## src/rtl/pluto_epp_pkg.sv

```systemverilog
// Shared constants for the pluto EPP controller: FSM encoding, address width,
// snapshot source selects and a byte-lane helper.
package pluto_epp_pkg;

    localparam int ADDR_W = 5;

    localparam logic [1:0] ST_ARM  = 2'd0;
    localparam logic [1:0] ST_IDLE = 2'd1;
    localparam logic [1:0] ST_ACT  = 2'd2;
    localparam logic [1:0] ST_HOLD = 2'd3;

    localparam logic [2:0] SEL_QUAD0  = 3'd0;
    localparam logic [2:0] SEL_QUAD1  = 3'd1;
    localparam logic [2:0] SEL_QUAD2  = 3'd2;
    localparam logic [2:0] SEL_QUAD3  = 3'd3;
    localparam logic [2:0] SEL_INPUTS = 3'd4;

    function automatic logic [7:0] byte_of(input logic [31:0] w, input logic [1:0] idx);
        logic [7:0] b;
        case (idx)
            2'd0:    b = w[7:0];
            2'd1:    b = w[15:8];
            2'd2:    b = w[23:16];
            default: b = w[31:24];
        endcase
        return b;
    endfunction

endpackage

```

## src/rtl/pluto_epp_if.sv

```systemverilog
// Parallel-port EPP pin bundle; master is the host side, slave is the controller.
interface pluto_epp_if;
    logic       nWrite;
    logic       nAddrStr;
    logic       nDataStr;
    logic [7:0] pport_din;
    logic [7:0] pport_dout;
    logic       pport_oe;
    logic       nWait;

    modport master (output nWrite, nAddrStr, nDataStr, pport_din,
                    input  pport_dout, pport_oe, nWait);
    modport slave  (input  nWrite, nAddrStr, nDataStr, pport_din,
                    output pport_dout, pport_oe, nWait);
endinterface

```

## src/rtl/pluto_sync2.sv

```systemverilog
// Two-flop synchroniser for an asynchronous single-bit input; resets to 0.
module pluto_sync2 (
    input  logic clk,
    input  logic reset,
    input  logic d,
    output logic q
);
    logic meta;

    always_ff @(posedge clk) begin
        if (reset) begin
            meta <= 1'b0;
            q    <= 1'b0;
        end else begin
            meta <= d;
            q    <= meta;
        end
    end
endmodule

```

## src/rtl/pluto_epp_ctrl.sv

```systemverilog
// EPP handshake controller: byte transfers into 16-bit register writes,
// 32-bit snapshot reads with address auto-increment, and a host-silence watchdog.
//
//  state | meaning
//  ARM   | after reset: wait for the synchronised strobe to be seen released
//  IDLE  | bus quiet, waiting for a strobe
//  ACT   | one cycle: sample the bus and perform the address/data action
//  HOLD  | nWait low until the host releases its strobe
module pluto_epp_ctrl
    import pluto_epp_pkg::*;
#(
    parameter int WD_TIMEOUT = 800000,
    parameter int WD_W       = 20
) (
    input  logic        clk,
    input  logic        reset,
    pluto_epp_if.slave  epp,
    output logic [3:0]  reg_addr,
    output logic        reg_wr,
    output logic [15:0] reg_wdata,
    output logic        reg_rd,
    output logic [2:0]  reg_rd_sel,
    input  logic [31:0] reg_rdata,
    output logic        wd_expired
);
    localparam logic [WD_W-1:0] WD_MAX = WD_W'(WD_TIMEOUT);

    logic [1:0]        state;
    logic [1:0]        settle;
    logic              strb_s;
    logic [ADDR_W-1:0] addr;
    logic [7:0]        lowbyte;
    logic [31:0]       rbuf;
    logic [7:0]        dout;
    logic              rd_cyc;
    logic [WD_W-1:0]   wd_cnt;
    logic              act;
    logic              addr_cyc;
    logic              data_cyc;
    logic [31:0]       rd_word;

    pluto_sync2 u_sync_strb (
        .clk   (clk),
        .reset (reset),
        .d     (~epp.nAddrStr | ~epp.nDataStr),
        .q     (strb_s)
    );

    assign act      = (state == ST_ACT);
    assign addr_cyc = ~epp.nAddrStr;
    assign data_cyc = ~epp.nDataStr & epp.nAddrStr;

    assign reg_wr     = act & data_cyc & ~epp.nWrite & addr[0];
    assign reg_rd     = act & data_cyc & epp.nWrite & (addr[1:0] == 2'b00);
    assign reg_addr   = addr[4:1];
    assign reg_wdata  = {epp.pport_din, lowbyte};
    assign reg_rd_sel = addr[4:2];
    assign rd_word    = reg_rd ? reg_rdata : rbuf;

    assign epp.nWait      = (state != ST_HOLD);
    assign epp.pport_oe   = (state == ST_HOLD) & rd_cyc;
    assign epp.pport_dout = dout;

    always_ff @(posedge clk) begin
        if (reset) begin
            state   <= ST_ARM;
            settle  <= 2'b00;
            addr    <= '0;
            lowbyte <= 8'h00;
            rbuf    <= 32'h0;
            dout    <= 8'h00;
            rd_cyc  <= 1'b0;
        end else begin
            // synchroniser comes out of reset at 0, so let it refill before trusting a low
            settle <= {settle[0], 1'b1};
            case (state)
                ST_ARM:  if (settle[1] && !strb_s) state <= ST_IDLE;
                ST_IDLE: if (strb_s) state <= ST_ACT;
                ST_ACT: begin
                    state  <= ST_HOLD;
                    rd_cyc <= epp.nWrite;
                    if (addr_cyc) begin
                        if (!epp.nWrite) addr <= epp.pport_din[ADDR_W-1:0];
                        else             dout <= {{(8-ADDR_W){1'b0}}, addr};
                    end else if (data_cyc) begin
                        if (!epp.nWrite) begin
                            if (!addr[0]) lowbyte <= epp.pport_din;
                        end else begin
                            if (reg_rd) rbuf <= reg_rdata;
                            dout <= byte_of(rd_word, addr[1:0]);
                        end
                        addr <= addr + 1'b1;
                    end
                end
                ST_HOLD: if (!strb_s) state <= ST_IDLE;
                default: state <= ST_ARM;
            endcase
        end
    end

    // expired is sticky from reset until the first register write
    always_ff @(posedge clk) begin
        if (reset) begin
            wd_cnt     <= '0;
            wd_expired <= 1'b1;
        end else if (reg_wr) begin
            wd_cnt     <= '0;
            wd_expired <= 1'b0;
        end else if (wd_cnt != WD_MAX) begin
            wd_cnt <= wd_cnt + 1'b1;
            if (wd_cnt + 1'b1 == WD_MAX) wd_expired <= 1'b1;
        end
    end
endmodule

```

## src/flat_wrapper.sv

```systemverilog
// flat-port wrapper written by rule: the top's interface ports become plain ports
module pluto_epp_ctrl_flat import pluto_epp_pkg::*;
#(
    parameter int WD_TIMEOUT = 800000,
    parameter int WD_W       = 20
)
  (clk, reset, reg_addr, reg_wr, reg_wdata, reg_rd, reg_rd_sel, reg_rdata, wd_expired, epp_nWrite, epp_nAddrStr, epp_nDataStr, epp_pport_din, epp_pport_dout, epp_pport_oe, epp_nWait);
  pluto_epp_if epp_i ();
  input  logic clk;
  input  logic reset;
  output logic [3:0] reg_addr;
  output logic reg_wr;
  output logic [15:0] reg_wdata;
  output logic reg_rd;
  output logic [2:0] reg_rd_sel;
  input  logic [31:0] reg_rdata;
  output logic wd_expired;
  input wire logic [$bits(epp_i.nWrite)-1:0] epp_nWrite;
  input wire logic [$bits(epp_i.nAddrStr)-1:0] epp_nAddrStr;
  input wire logic [$bits(epp_i.nDataStr)-1:0] epp_nDataStr;
  input wire logic [$bits(epp_i.pport_din)-1:0] epp_pport_din;
  output wire logic [$bits(epp_i.pport_dout)-1:0] epp_pport_dout;
  output wire logic [$bits(epp_i.pport_oe)-1:0] epp_pport_oe;
  output wire logic [$bits(epp_i.nWait)-1:0] epp_nWait;
  assign epp_i.nWrite = epp_nWrite;
  assign epp_i.nAddrStr = epp_nAddrStr;
  assign epp_i.nDataStr = epp_nDataStr;
  assign epp_i.pport_din = epp_pport_din;
  assign epp_pport_dout = epp_i.pport_dout;
  assign epp_pport_oe = epp_i.pport_oe;
  assign epp_nWait = epp_i.nWait;
  pluto_epp_ctrl #(.WD_TIMEOUT(WD_TIMEOUT), .WD_W(WD_W)) u_core (.clk(clk), .reset(reset), .epp(epp_i), .reg_addr(reg_addr), .reg_wr(reg_wr), .reg_wdata(reg_wdata), .reg_rd(reg_rd), .reg_rd_sel(reg_rd_sel), .reg_rdata(reg_rdata), .wd_expired(wd_expired));
endmodule
```

## config.mk

```make
export PLATFORM = sky130hd
export DESIGN_NAME = pluto_epp_ctrl_flat
export DESIGN_NICKNAME = d
export VERILOG_FILES = /design/src/rtl/pluto_epp_pkg.sv /design/src/rtl/pluto_epp_if.sv /design/src/rtl/pluto_sync2.sv /design/src/rtl/pluto_epp_ctrl.sv /design/src/flat_wrapper.sv
export SDC_FILE = /design/constraint.sdc
export NUM_CORES = 1
export LEC_CHECK = 0
export BUFFER_PORTS_ARGS = -buffer_cell sky130_fd_sc_hd__buf_2
export CORE_MARGIN = 2
export CORE_UTILIZATION = 50
export DETAILED_ROUTE_END_ITERATION = 7
export PLACE_DENSITY_LB_ADDON = 0.12
export SETUP_SLACK_MARGIN = 0.5
export SYNTH_ARGS = -nofsm -noshare
export SYNTH_HDL_FRONTEND = slang
export SYNTH_SLANG_ARGS = --single-unit
```

## constraint.sdc

```tcl
create_clock -name clk -period 1.95 [get_ports clk]
set_input_delay 0.0975 -clock clk [delete_from_list [all_inputs] [get_ports clk]]
set_output_delay 0.0975 -clock clk [all_outputs]
set_load 0.1 [all_outputs]
```

==> summary.md <==
| Metric | Value |
|---|---|
| Status | `finished clean` |
| Slew HR | `67.1%` |
| Clock sink count | `81` |
| Number of synthesized register bits | `81` |
| Worst-path clk slew | `0.09 ns` |
| Max Buffers Root-to-Sink | `2` |
| Pwr dens | `around 700 nW/µm²` |
| Initial antenna violation count | `0` |
| Layout area overhead | `38.5%` |
| DP HPWL | `between 7 and 8 mm` |
| Worst-Margin Slew | `0.497 ns` |
| Site row count | `33` |
| Final period util | `96.3%` |
| Starting Density | `51.1%` |
| Internal power | `2.75 mW` |
| Final net count | `646` |
| Root Buffer | `clkbuf_8` |
| Max Cap Viol | `0` |
| Lkg Pwr | `2.35 nW` |
| PortBufs | `80` |
| Fmax | `around 0.53 GHz` |
| Worst Path Max Fanout | `6` |
| Post-DRT Antenna Nets | `0` |
| Mapped Cells | `470` |
| # DRC | `0` |
| Initial DRC count | `113` |
| TritonCTS clock tree | `built` |
| Gpl congestion | `0.860` |
| Fin Hold WS | `0.0129 ns` |
| Part of the Yosys area used for sequential elements | `39.0%` |
| First-pass GRT wire length | `around 16 mm` |
| H-tree levels | `3` |
| Routed len/inst | `15.5 µm` |
| Share of cells above drive strength 1 | `41.4%` |
| RSZ-0062 raised after global routing | `true` |
| Gr ovfl total | `0` |
| Minimum clock period | `1.88 ns` |
| Vias in the first global route | `3520` |
| Cell variety after synth | `59` |
| Final setup viols | `0` |
| Yosys warns | `0` |
| CP Capture Type | `output pin` |
| Io pins | `81` |
| Combinational Power Share | `between 20% and 30%` |
| Worst-Skew Late Latency | `0.36 ns` |
| Part of the power in the clock network | `27.7%` |
| Most common cell after layout, fill and taps aside | `buf_2` |
| Crit path DAT | `1.78 ns` |
| Largest net degree at the start of global routing | `42` |
| Critical path class | `reg2out` |
| CP startpoint kind | `flip-flop` |
| Vias per cell | `5.43` |
| Prevailing post-synth register cell | `dfxtp_1` |
| DRT Pass-1 Iters | `4` |
| Commonest non-fill, non-tap cells in the layout | `74 x buf_2, 67 x dfxtp_1, 44 x nor2_1, 44 x buf_4, 29 x nand2_1` |
| Fillers | `about 630` |
| Clk_skew | `0.0164 ns` |
| Die Footprint | `about 9100 µm²` |
| Post-synthesis cell area | `4160 µm²` |
| Max-slew violation count | `0` |
| N_diodes | `0` |
| Total CTS buffers | `9` |
| Gr usage total | `23.1%` |
| Worst hold path class | `in2reg` |
| Setup_tns | `0 ns` |
| Core Footprint | `8130 µm²` |
| Syn_area_per_cell | `8.85 µm²` |
| Required time of the critical path | `1.85 ns` |
| Syn nets | `525` |
| Total routed wirelength | `between 10 and 15 mm` |
| Via count | `3808` |
| Final hold vios | `0` |
| NetSw | `1.40 mW` |
| Flop pwr share | `42.5%` |
| Share of synthesized registers carrying an async set or reset | `0%` |
| Switching portion of total power | `33.8%` |
| Peak supply drop | `about 0.00042 V` |
| Internal reg-to-reg setup slack | `0.09 ns` |
| Die height | `95.2 µm` |
| DIE WIDTH | `about 95 µm` |
| EDFF count, synth | `0` |
[registers in the layout (all words and copies together), names as in the netlist]
signal,flops
u_core.wd_expired,1
u_core.settle,2
u_core.epp.pport_dout,8
u_core.rd_cyc,1
u_core.u_sync_strb.meta,1
u_core.rbuf,32
u_core.addr,5
u_core.u_sync_strb.q,1
u_core.lowbyte,8
u_core.state,2
u_core.wd_cnt,20
[cell type report]
class                      instances  area (µm²)  area share, %
inverter                          16        76.3           1.32
multi-input combinational        336        2630           45.6
tap                              105         131           2.28
clock inverter                     5        38.8          0.673
timing repair buffer             146        1070           18.7
timing repair inverter             1        8.76          0.152
sequential                        81        1660           28.8
clock buffer                      11         141           2.45
[final timing paths]
check / depth (start not counted) / to / start
worst min register to register: 1 / u_core.u_sync_strb.q$_SDFF_PP0_ / u_core.u_sync_strb.meta$_SDFF_PP0_
worst min-delay path: 3 / u_core.rbuf[23]$_SDFFE_PP0P_ / reg_rdata[23]
worst max-delay path: 8 / reg_rd / u_core.state[0]$_SDFFE_PP0P_
worst max register to register: 12 / u_core.state[1]$_SDFFE_PP0P_ / u_core.state[0]$_SDFFE_PP0P_
[logic make-up (layout without fill, tap and decap cells)]
kind of cell / after synthesis / in the layout / synth area share [%]
XOR/XNOR: 17 / 17 / 3.58
AO/OA/AOI/OAI: 108 / 108 / 17.7
AND/OR/NAND/NOR: 170 / 170 / 21.9
multiplexers: 31 / 31 / 7.76
adder cells (fa/ha/maj): 10 / 10 / 3.01
buffers and inverters: 53 / 179 / 6.98
flip-flops: 81 / 81 / 39.0
[timing repair]
item	CTS	global route
gates resized for setup	47	53
gates cloned	2	1
hold buffers	5	0
setup buffers	21	10
endpoints found under the hold margin	5	0
pin swaps	12	11
endpoints found under the setup margin	71	80
[routing by layer]
| layer | share of wire (%) | vias to the layer above | track usage [%] | wire (µm) |
|---|---|---|---|---|
| met5 | 0 | - | 0 | 0 |
| met3 | 4.1 | 11 | 3.24 | 446 |
| li1 | - | 1891 | - | - |
| met2 | 51 | 77 | 39.6 | 5520 |
| met4 | 1.3 | 0 | 8.21 | 146 |
| met1 | 44 | 1829 | 29.6 | 4730 |
[cell usage after synthesis (4+ instances only)]
library cell	instances	area [µm²]
xnor2_1	9	78.8
ha_1	10	125
mux2i_1	24	240
mux2_2	6	67.6
nor2_1	45	169
buf_4	16	120
and2_1	8	50.1
nand3_1	12	60.1
buf_2	5	25.0
inv_1	15	56.3
dfxtp_1	81	1620
o2111ai_1	4	35.0
o21a_1	15	113
nand4_1	4	25.0
xor2_1	8	70.1
a21oi_1	20	100
a31oi_1	4	25.0
clkbuf_1	12	45.0
o21ai_0	17	85.1
nand2b_1	5	31.3
nor2b_1	4	25.0
nor3_1	7	35.0
nor2_2	10	62.6
a21boi_0	12	90.1
a211oi_1	8	60.1
or3_1	5	31.3
nand2_1	34	128
and3_1	20	125
[stage by stage]
| stage | std cells | total power [mW] | utilization (%) | worst slack, ns | instance area, µm² |
|---|---|---|---|---|---|
| 2_1_floorplan | 470 | 2.50 | - | 0.0618 | 4320 |
| 3_3_place_gp | 646 | 2.69 | 59.7 | 0.0324 | 4860 |
| 3_5_place_dp | 646 | 2.71 | 59.7 | -0.0273 | 4860 |
| 4_1_cts | 690 | 3.96 | 67.2 | 0.125 | 5470 |
| 5_1_grt | 701 | 4.32 | 70.8 | 0.0161 | 5760 |
| 6_report | 701 | 4.15 | 70.8 | 0.0720 | 5760 |
[power by group through the flow]
stage | clock, mW | combinational, mW | sequential, mW
6_report | 1.15 | 1.24 | 1.76
5_1_grt | 1.23 | 1.32 | 1.77
4_1_cts | 1.16 | 1.04 | 1.76
3_5_place_dp | 0 | 0.904 | 1.81
3_3_place_gp | 0 | 0.886 | 1.81
2_1_floorplan | 0 | 0.611 | 1.89
[worst max-delay path: stages (launching register included)]
cell     delay (ns)
dfxtp_2        0.33
inv_2          0.07
ha_4           0.12
and4b_2        0.31
nand2_8        0.10
inv_12         0.08
buf_12         0.13
buf_6          0.10
buf_12         0.16
No activity file was read; power rests on OpenSTA's default activity.
